File: src/rtl/mctrl_pkg.sv
// mctrl_pkg: shared state encoding, opcode and ALU-control constants for multicycle_ctrl
//   Used by: multicycle_ctrl (top) and mctrl_decode (combinational opcode decode).
package mctrl_pkg;

   typedef enum logic [2:0] {
      S_IDLE,
      S_FETCH,
      S_DECODE,
      S_EXECUTE,
      S_WRITEBACK,
      S_HALTED,
      S_TRAP
   } state_t;

   localparam logic [5:0] OP_AND  = 6'b000000;
   localparam logic [5:0] OP_OR   = 6'b000001;
   localparam logic [5:0] OP_ADD  = 6'b000010;
   localparam logic [5:0] OP_SUB  = 6'b000110;
   localparam logic [5:0] OP_SLT  = 6'b000111;
   localparam logic [5:0] OP_NOR  = 6'b001100;
   localparam logic [5:0] OP_HALT = 6'b111111;

   localparam logic [3:0] ALU_AND = 4'b0000;
   localparam logic [3:0] ALU_OR  = 4'b0001;
   localparam logic [3:0] ALU_ADD = 4'b0010;
   localparam logic [3:0] ALU_SUB = 4'b0110;
   localparam logic [3:0] ALU_SLT = 4'b0111;
   localparam logic [3:0] ALU_NOR = 4'b1100;

endpackage

File: src/rtl/mctrl_decode.sv
// mctrl_decode: combinational opcode decode for the multicycle controller
//   opcode  in  [5:0] instruction opcode (IR[31:26])
//   alu_ctl out [3:0] ALU select; the low opcode nibble is the ALU encoding
//   legal   out       opcode is one of the supported ALU operations
//   is_halt out       opcode is OP_HALT
module mctrl_decode
   import mctrl_pkg::*;
(
   input  logic [5:0] opcode,
   output logic [3:0] alu_ctl,
   output logic       legal,
   output logic       is_halt
);

   always_comb begin
      alu_ctl = opcode[3:0];
      legal   = opcode inside {OP_AND, OP_OR, OP_ADD, OP_SUB, OP_SLT, OP_NOR};
      is_halt = opcode == OP_HALT;
   end

endmodule

File: src/rtl/multicycle_ctrl.sv
// multicycle_ctrl: FETCH/DECODE/EXECUTE/WRITEBACK control FSM for a multicycle datapath
//   CLK, RESET       clock; asynchronous active-high reset
//   run              level: 1 = keep executing, 0 = stop after the current instruction
//   imem_ready       instruction memory data valid (only looked at in FETCH)
//   opcode, rd       IR fields [31:26] and [15:11]
//   imem_req         fetch request (high for every FETCH cycle)
//   ir_write/pc_write IR load and PC+4 strobes on the accepted fetch cycle
//   rf_read, alu_latch, reg_write  one-cycle datapath strobes
//   alu_ctl          ALU select, held from one decode to the next
//   busy, halted, trap  status; HALTED and TRAP are sticky until RESET
//   retired          completed-writeback count when MCTRL_PERF_CNT_EN is defined, else 0
module multicycle_ctrl
   import mctrl_pkg::*;
#(
   parameter int CNT_W = 16
) (
   input  logic             CLK,
   input  logic             RESET,
   input  logic             run,
   input  logic             imem_ready,
   input  logic [5:0]       opcode,
   input  logic [4:0]       rd,
   output logic             imem_req,
   output logic             ir_write,
   output logic             pc_write,
   output logic             rf_read,
   output logic [3:0]       alu_ctl,
   output logic             alu_latch,
   output logic             reg_write,
   output logic             busy,
   output logic             halted,
   output logic             trap,
   output logic [CNT_W-1:0] retired
);

   state_t     r_state;
   logic       r_imem_req;
   logic       r_rf_read;
   logic       r_alu_latch;
   logic       r_reg_write;
   logic       r_busy;
   logic       r_halted;
   logic       r_trap;
   logic [3:0] r_alu_ctl;
   logic [3:0] w_alu_ctl;
   logic       w_legal;
   logic       w_is_halt;

   mctrl_decode u_decode (
      .opcode  (opcode),
      .alu_ctl (w_alu_ctl),
      .legal   (w_legal),
      .is_halt (w_is_halt)
   );

   // Every strobe is registered alongside the state it belongs to, so it is
   // high for exactly the cycle spent in that state.
   always_ff @(posedge CLK or posedge RESET)
      if (RESET) begin
         r_state     <= S_IDLE;
         r_imem_req  <= 1'b0;
         r_rf_read   <= 1'b0;
         r_alu_latch <= 1'b0;
         r_reg_write <= 1'b0;
         r_busy      <= 1'b0;
         r_halted    <= 1'b0;
         r_trap      <= 1'b0;
         r_alu_ctl   <= ALU_AND;
      end else begin
         r_rf_read   <= 1'b0;
         r_alu_latch <= 1'b0;
         r_reg_write <= 1'b0;
         case (r_state)
            S_IDLE:
               if (run) begin
                  r_state    <= S_FETCH;
                  r_imem_req <= 1'b1;
                  r_busy     <= 1'b1;
               end
            S_FETCH:
               if (imem_ready) begin
                  r_state    <= S_DECODE;
                  r_imem_req <= 1'b0;
                  r_rf_read  <= 1'b1;
               end
            S_DECODE:
               if (w_is_halt) begin
                  r_state  <= S_HALTED;
                  r_busy   <= 1'b0;
                  r_halted <= 1'b1;
               end else if (w_legal) begin
                  r_state     <= S_EXECUTE;
                  r_alu_ctl   <= w_alu_ctl;
                  r_alu_latch <= 1'b1;
               end else begin
                  r_state <= S_TRAP;
                  r_busy  <= 1'b0;
                  r_trap  <= 1'b1;
               end
            S_EXECUTE: begin
               r_state     <= S_WRITEBACK;
               r_reg_write <= rd != 5'd0;
            end
            S_WRITEBACK:
               if (run) begin
                  r_state    <= S_FETCH;
                  r_imem_req <= 1'b1;
               end else begin
                  r_state <= S_IDLE;
                  r_busy  <= 1'b0;
               end
            default: ;
         endcase
      end

   // The fetch is accepted in the same cycle memory reports ready; r_imem_req
   // is only high in FETCH, so stray imem_ready elsewhere has no effect.
   assign imem_req  = r_imem_req;
   assign ir_write  = r_imem_req & imem_ready;
   assign pc_write  = r_imem_req & imem_ready;
   assign rf_read   = r_rf_read;
   assign alu_latch = r_alu_latch;
   assign reg_write = r_reg_write;
   assign alu_ctl   = r_alu_ctl;
   assign busy      = r_busy;
   assign halted    = r_halted;
   assign trap      = r_trap;

`ifdef MCTRL_PERF_CNT_EN
   logic [CNT_W-1:0] r_retired;
   always_ff @(posedge CLK or posedge RESET)
      if (RESET)
         r_retired <= '0;
      else if (r_state == S_WRITEBACK)
         r_retired <= r_retired + CNT_W'(1);
   assign retired = r_retired;
`else
   assign retired = '0;
`endif

endmodule

File: config.mk
export PLATFORM = sky130hd
export DESIGN_NAME = multicycle_ctrl
export DESIGN_NICKNAME = d
export VERILOG_FILES = /design/src/rtl/mctrl_pkg.sv /design/src/rtl/mctrl_decode.sv /design/src/rtl/multicycle_ctrl.sv
export SDC_FILE = /design/constraint.sdc
export NUM_CORES = 1
export LEC_CHECK = 0
export BUFFER_PORTS_ARGS = -buffer_cell sky130_fd_sc_hd__buf_4
export CAP_MARGIN = 25
export CORE_ASPECT_RATIO = 1.25
export CORE_UTILIZATION = 40
export CTS_CLUSTER_SIZE = 8
export DETAILED_ROUTE_END_ITERATION = 6
export PLACE_DENSITY = 0.74
export SYNTH_ARGS = -nofsm -noshare
export SYNTH_HDL_FRONTEND = slang
export SYNTH_HIERARCHICAL = 1
export SYNTH_SLANG_ARGS = --single-unit
File: constraint.sdc
create_clock -name CLK -period 1.3 [get_ports CLK]
set_input_delay 0.065 -clock CLK [delete_from_list [all_inputs] [get_ports CLK]]
set_output_delay 0.065 -clock CLK [all_outputs]
set_load 0.03 [all_outputs]
==> flow_summary_export.csv <==
group,metric,value,unit
outcome,run_status,"finished with violations",
outcome,failed_checks,"DRC",
worst_hold_path,holdCritStartpoint,"run",
clock_network,tritoncts,"built",
setup_path,timing.critical_path.arrival,1400,ps
setup_path,critical_path.reg2reg.startpoint,"r_state[0]",
routing,antenna_left,0,
setup_path,cp_data_required_time,1470,ps
floorplan,starting_density,43.3,%
synthesis,syn_avg_cell_area,10.6,sq um
synthesis,yosys.area_share.xor_xnor,0,%
synthesis,synthDominantCellAreaShare,40.4,%
timing,worst-slew-pin-transition,535,ps
synthesis,synth_async_sr_flop_share,100,%
synthesis,post_synth_inst_count,82,
setup_path,worst_setup_path_end_kind,"flip-flop",
floorplan,fp.dieArea,2360,sq um
floorplan,fp.dieH,54.1,um
routing,met2RoutedLength,775,um
setup_path,startpoint,"r_state[0]",
synthesis,post_synth_fa_ha_maj_area_fraction,0,%
grt,antenna_found_initial,0,
synthesis,synth_top_flop_cell,"sky130_fd_sc_hd__dfrtp_1",
clock_network,path_clk_slew,80,ps
timing,hold_ws,34.1,ps
routing,drt_iter0_drc,11,
layout,num_antenna_cells,0,
routing,drc,4,
synthesis,synth_top_family_by_area,"buffers and inverters",
synthesis,synth_top_cell_by_area,"sky130_fd_sc_hd__dfrtp_1",
synthesis,synth.yosys.warnings,6,
timing,timing.final.hold_violations,0,
synthesis,seq_cells_post_synth,14,
clock_network,cts_buffers,3,
clock_network,postCtsSetupRepairBufs,0,
timing,final.setup.tns,0,ps
routing,met3_length,147,um
synthesis,post_synth_mux_area_share,6.93,%
layout,utilization,53.7,%
run,max_cap_viol_count,0,
placed_design,io_buffer_count,27,
pwr,peakVddDrop,0.995,mV
layout,flow.area_growth_from_synthesis,24.2,%
clock_network,insertion_delay,280,ps
setup_path,ff2ff_setup_slack,70,ps
timing,rsz_0062_raised_after_global_routing,"false",
synthesis,ys_top_cells_by_area,"sky130_fd_sc_hd__dfrtp_1 40%, sky130_fd_sc_hd__buf_4 18%, sky130_fd_sc_hd__mux2_4 6.9%",
grt,overflow,0,
routing,highest_layer,"met4",
grt,gr-usage-all-layers,14.1,%
timing,min_period,1230,ps
synthesis,simple_gate_share_of_the_synthesized_area,17.0,%
routing,post_route_wl,1.52,mm
setup_path,reg2reg_depth,3,
layout,design.final.nets,129,
timing,maxSlewHeadroom,64.3,%
layout,fill_cells,184,
setup_path,capture_instance_of_the_worst_register_to_register_path,"alu_ctl[3]",
setup_path,worstSetupStartpointType,"flip-flop",
worst_hold_path,hp-class,"input port to flip-flop",
floorplan,floorplan.rows,18,
timing,timing.final.setup_violations,0,
synthesis,synth_seq_area_share,40.4,%
placed_design,dpl.hpwl,1.21,mm
synthesis,synth.cell_area,867,sq um
routing,wirelength_met1,586,um
routing,dr_vias,650,
timing,finClkSkew,2.68,ps
synthesis,synth_compound_gate_area_share,12.7,%
layout,drive_gt1_share,43.4,%
grt,maximum_number_of_pins_on_one_net_before_global_route_repair,15,
pwr,p_leak,0.584,nW
routing,detail_route.wl_per_cell,11.4,um
grt,grt_pass1_wl,2.38,mm
floorplan,placeable_core_area,2000,sq um
placed_design,gp_routability_congestion,0.771,
routing,detailed_routing_iteration_count_for_the_pre_antenna_repair_pass,6,
clock_network,maximum_level_of_the_cts_h_tree,1,
grt,grt_pass1_vias,557,
synthesis,netlist-cell-type-count,31,
synthesis,synth_enable_flop_cells,0,
timing,timing.final.max_slew_violations,0,
pwr,power.total,2.15,mW
setup_path,crit_type,"flip-flop to flip-flop",
worst_hold_path,worst_hold_path.endpoint,"imem_req",
floorplan,dieWidth,43.6,um
clock_network,cts_sinks,14,
clock_network,cts_buffer_depth,2,
clock_network,clockRootBuffer,"sky130_fd_sc_hd__clkbuf_4",
timing,post-route-period-util,94.6,%
setup_path,path_max_fanout,5,
pwr,powerDensity,1990,nW/um^2
routing,average_via_count_per_standard_cell,4.89,
timing,fmax,813,MHz
worst_hold_path,hold_depth,2,
floorplan,ioPinCount,44,
[state kept, by name (all words and copies together), names as in the netlist]
register / flops
r_state: 3
alu_latch: 1
imem_req: 1
halted: 1
busy: 1
rf_read: 1
reg_write: 1
trap: 1
alu_ctl: 4
[per-layer routing]
metal	track usage [%]	up-vias
met1	15.1	305
met5	0	-
met3	3.36	2
met4	7.81	0
met2	25.1	38
li1	-	305
[critical path: stages, from the launching register on]
cell and delay, ps:
sky130_fd_sc_hd__dfrtp_1 460, sky130_fd_sc_hd__nor2_2 200, sky130_fd_sc_hd__nand3_4 140, sky130_fd_sc_hd__mux2_4 330
[metrics by stage]
step           setup WS (ps)  cells  area, sq um
5_1_grt                 24.4    133         1080
2_1_floorplan           98.6     97          923
6_report                69.8    133         1080
3_5_place_dp           -65.8    128         1020
4_1_cts                 11.5    133         1070
3_3_place_gp           -1.37    128         1020
[timing repair]
action,CTS,global route
endpoints found under the setup margin,0,5
hold buffers,1,0
hold endpoints to repair,14,0
resized for setup,0,2
[synthesized netlist by cell type (2+ instances only)]
library cell and number:
sky130_fd_sc_hd__buf_4 21, sky130_fd_sc_hd__buf_6 2, sky130_fd_sc_hd__dfrtp_1 14, sky130_fd_sc_hd__inv_1 4, sky130_fd_sc_hd__mux2_4 4, sky130_fd_sc_hd__nand2_1 5
sky130_fd_sc_hd__nor2_1 3, sky130_fd_sc_hd__nor2b_1 2, sky130_fd_sc_hd__o21ai_0 3, sky130_fd_sc_hd__o21bai_1 2, sky130_fd_sc_hd__o31ai_1 2
[cell type report]
cell class	count	area [sq um]	area share, %
inverter	4	15.0	1.39
tap	20	25.0	2.32
multi-input combinational	56	385	35.8
timing repair buffer	35	265	24.6
clock buffer	4	36.3	3.37
sequential	14	350	32.5
[placed cells by master, fill, tap and decap left out, drive strengths merged, types with 2 or more instances in the layout]
cell type,instances
o31ai,2
dfrtp,14
clkbuf,4
or3,2
nor2,3
nor2b,3
buf,34
o21ai,3
mux2,4
o21bai,2
nand2,5
conb,16
inv,4
[kinds of logic (layout without fill, tap and decap cells)]
| family | Yosys count | in the layout |
|---|---|---|
| buf+inv | 27 | 43 |
| simple gates | 21 | 21 |
| compound gates | 15 | 15 |
| flops | 14 | 14 |
| mux | 4 | 4 |
| other cells | 1 | 16 |
[power by group]
part | total (mW) | switching [mW] | internal (mW)
sequential | 0.721 | 0.131 | 0.590
combinational | 1.12 | 0.619 | 0.499
clock | 0.310 | 0.139 | 0.170
total | 2.15 | 0.890 | 1.26
[worst max-delay path by stage]
stage | endpoint | slack [ps] | depth (start not counted)
after floorplan | alu_ctl[0] | 100 | 3
after global placement | alu_ctl[0] | -1 | 6
after detailed placement | alu_ctl[3] | -70 | 6
after CTS | alu_ctl[3] | 10 | 3
after global routing | alu_ctl[3] | 20 | 3
final | alu_ctl[3] | 70 | 3
No activity file was read; power rests on OpenSTA's default activity.
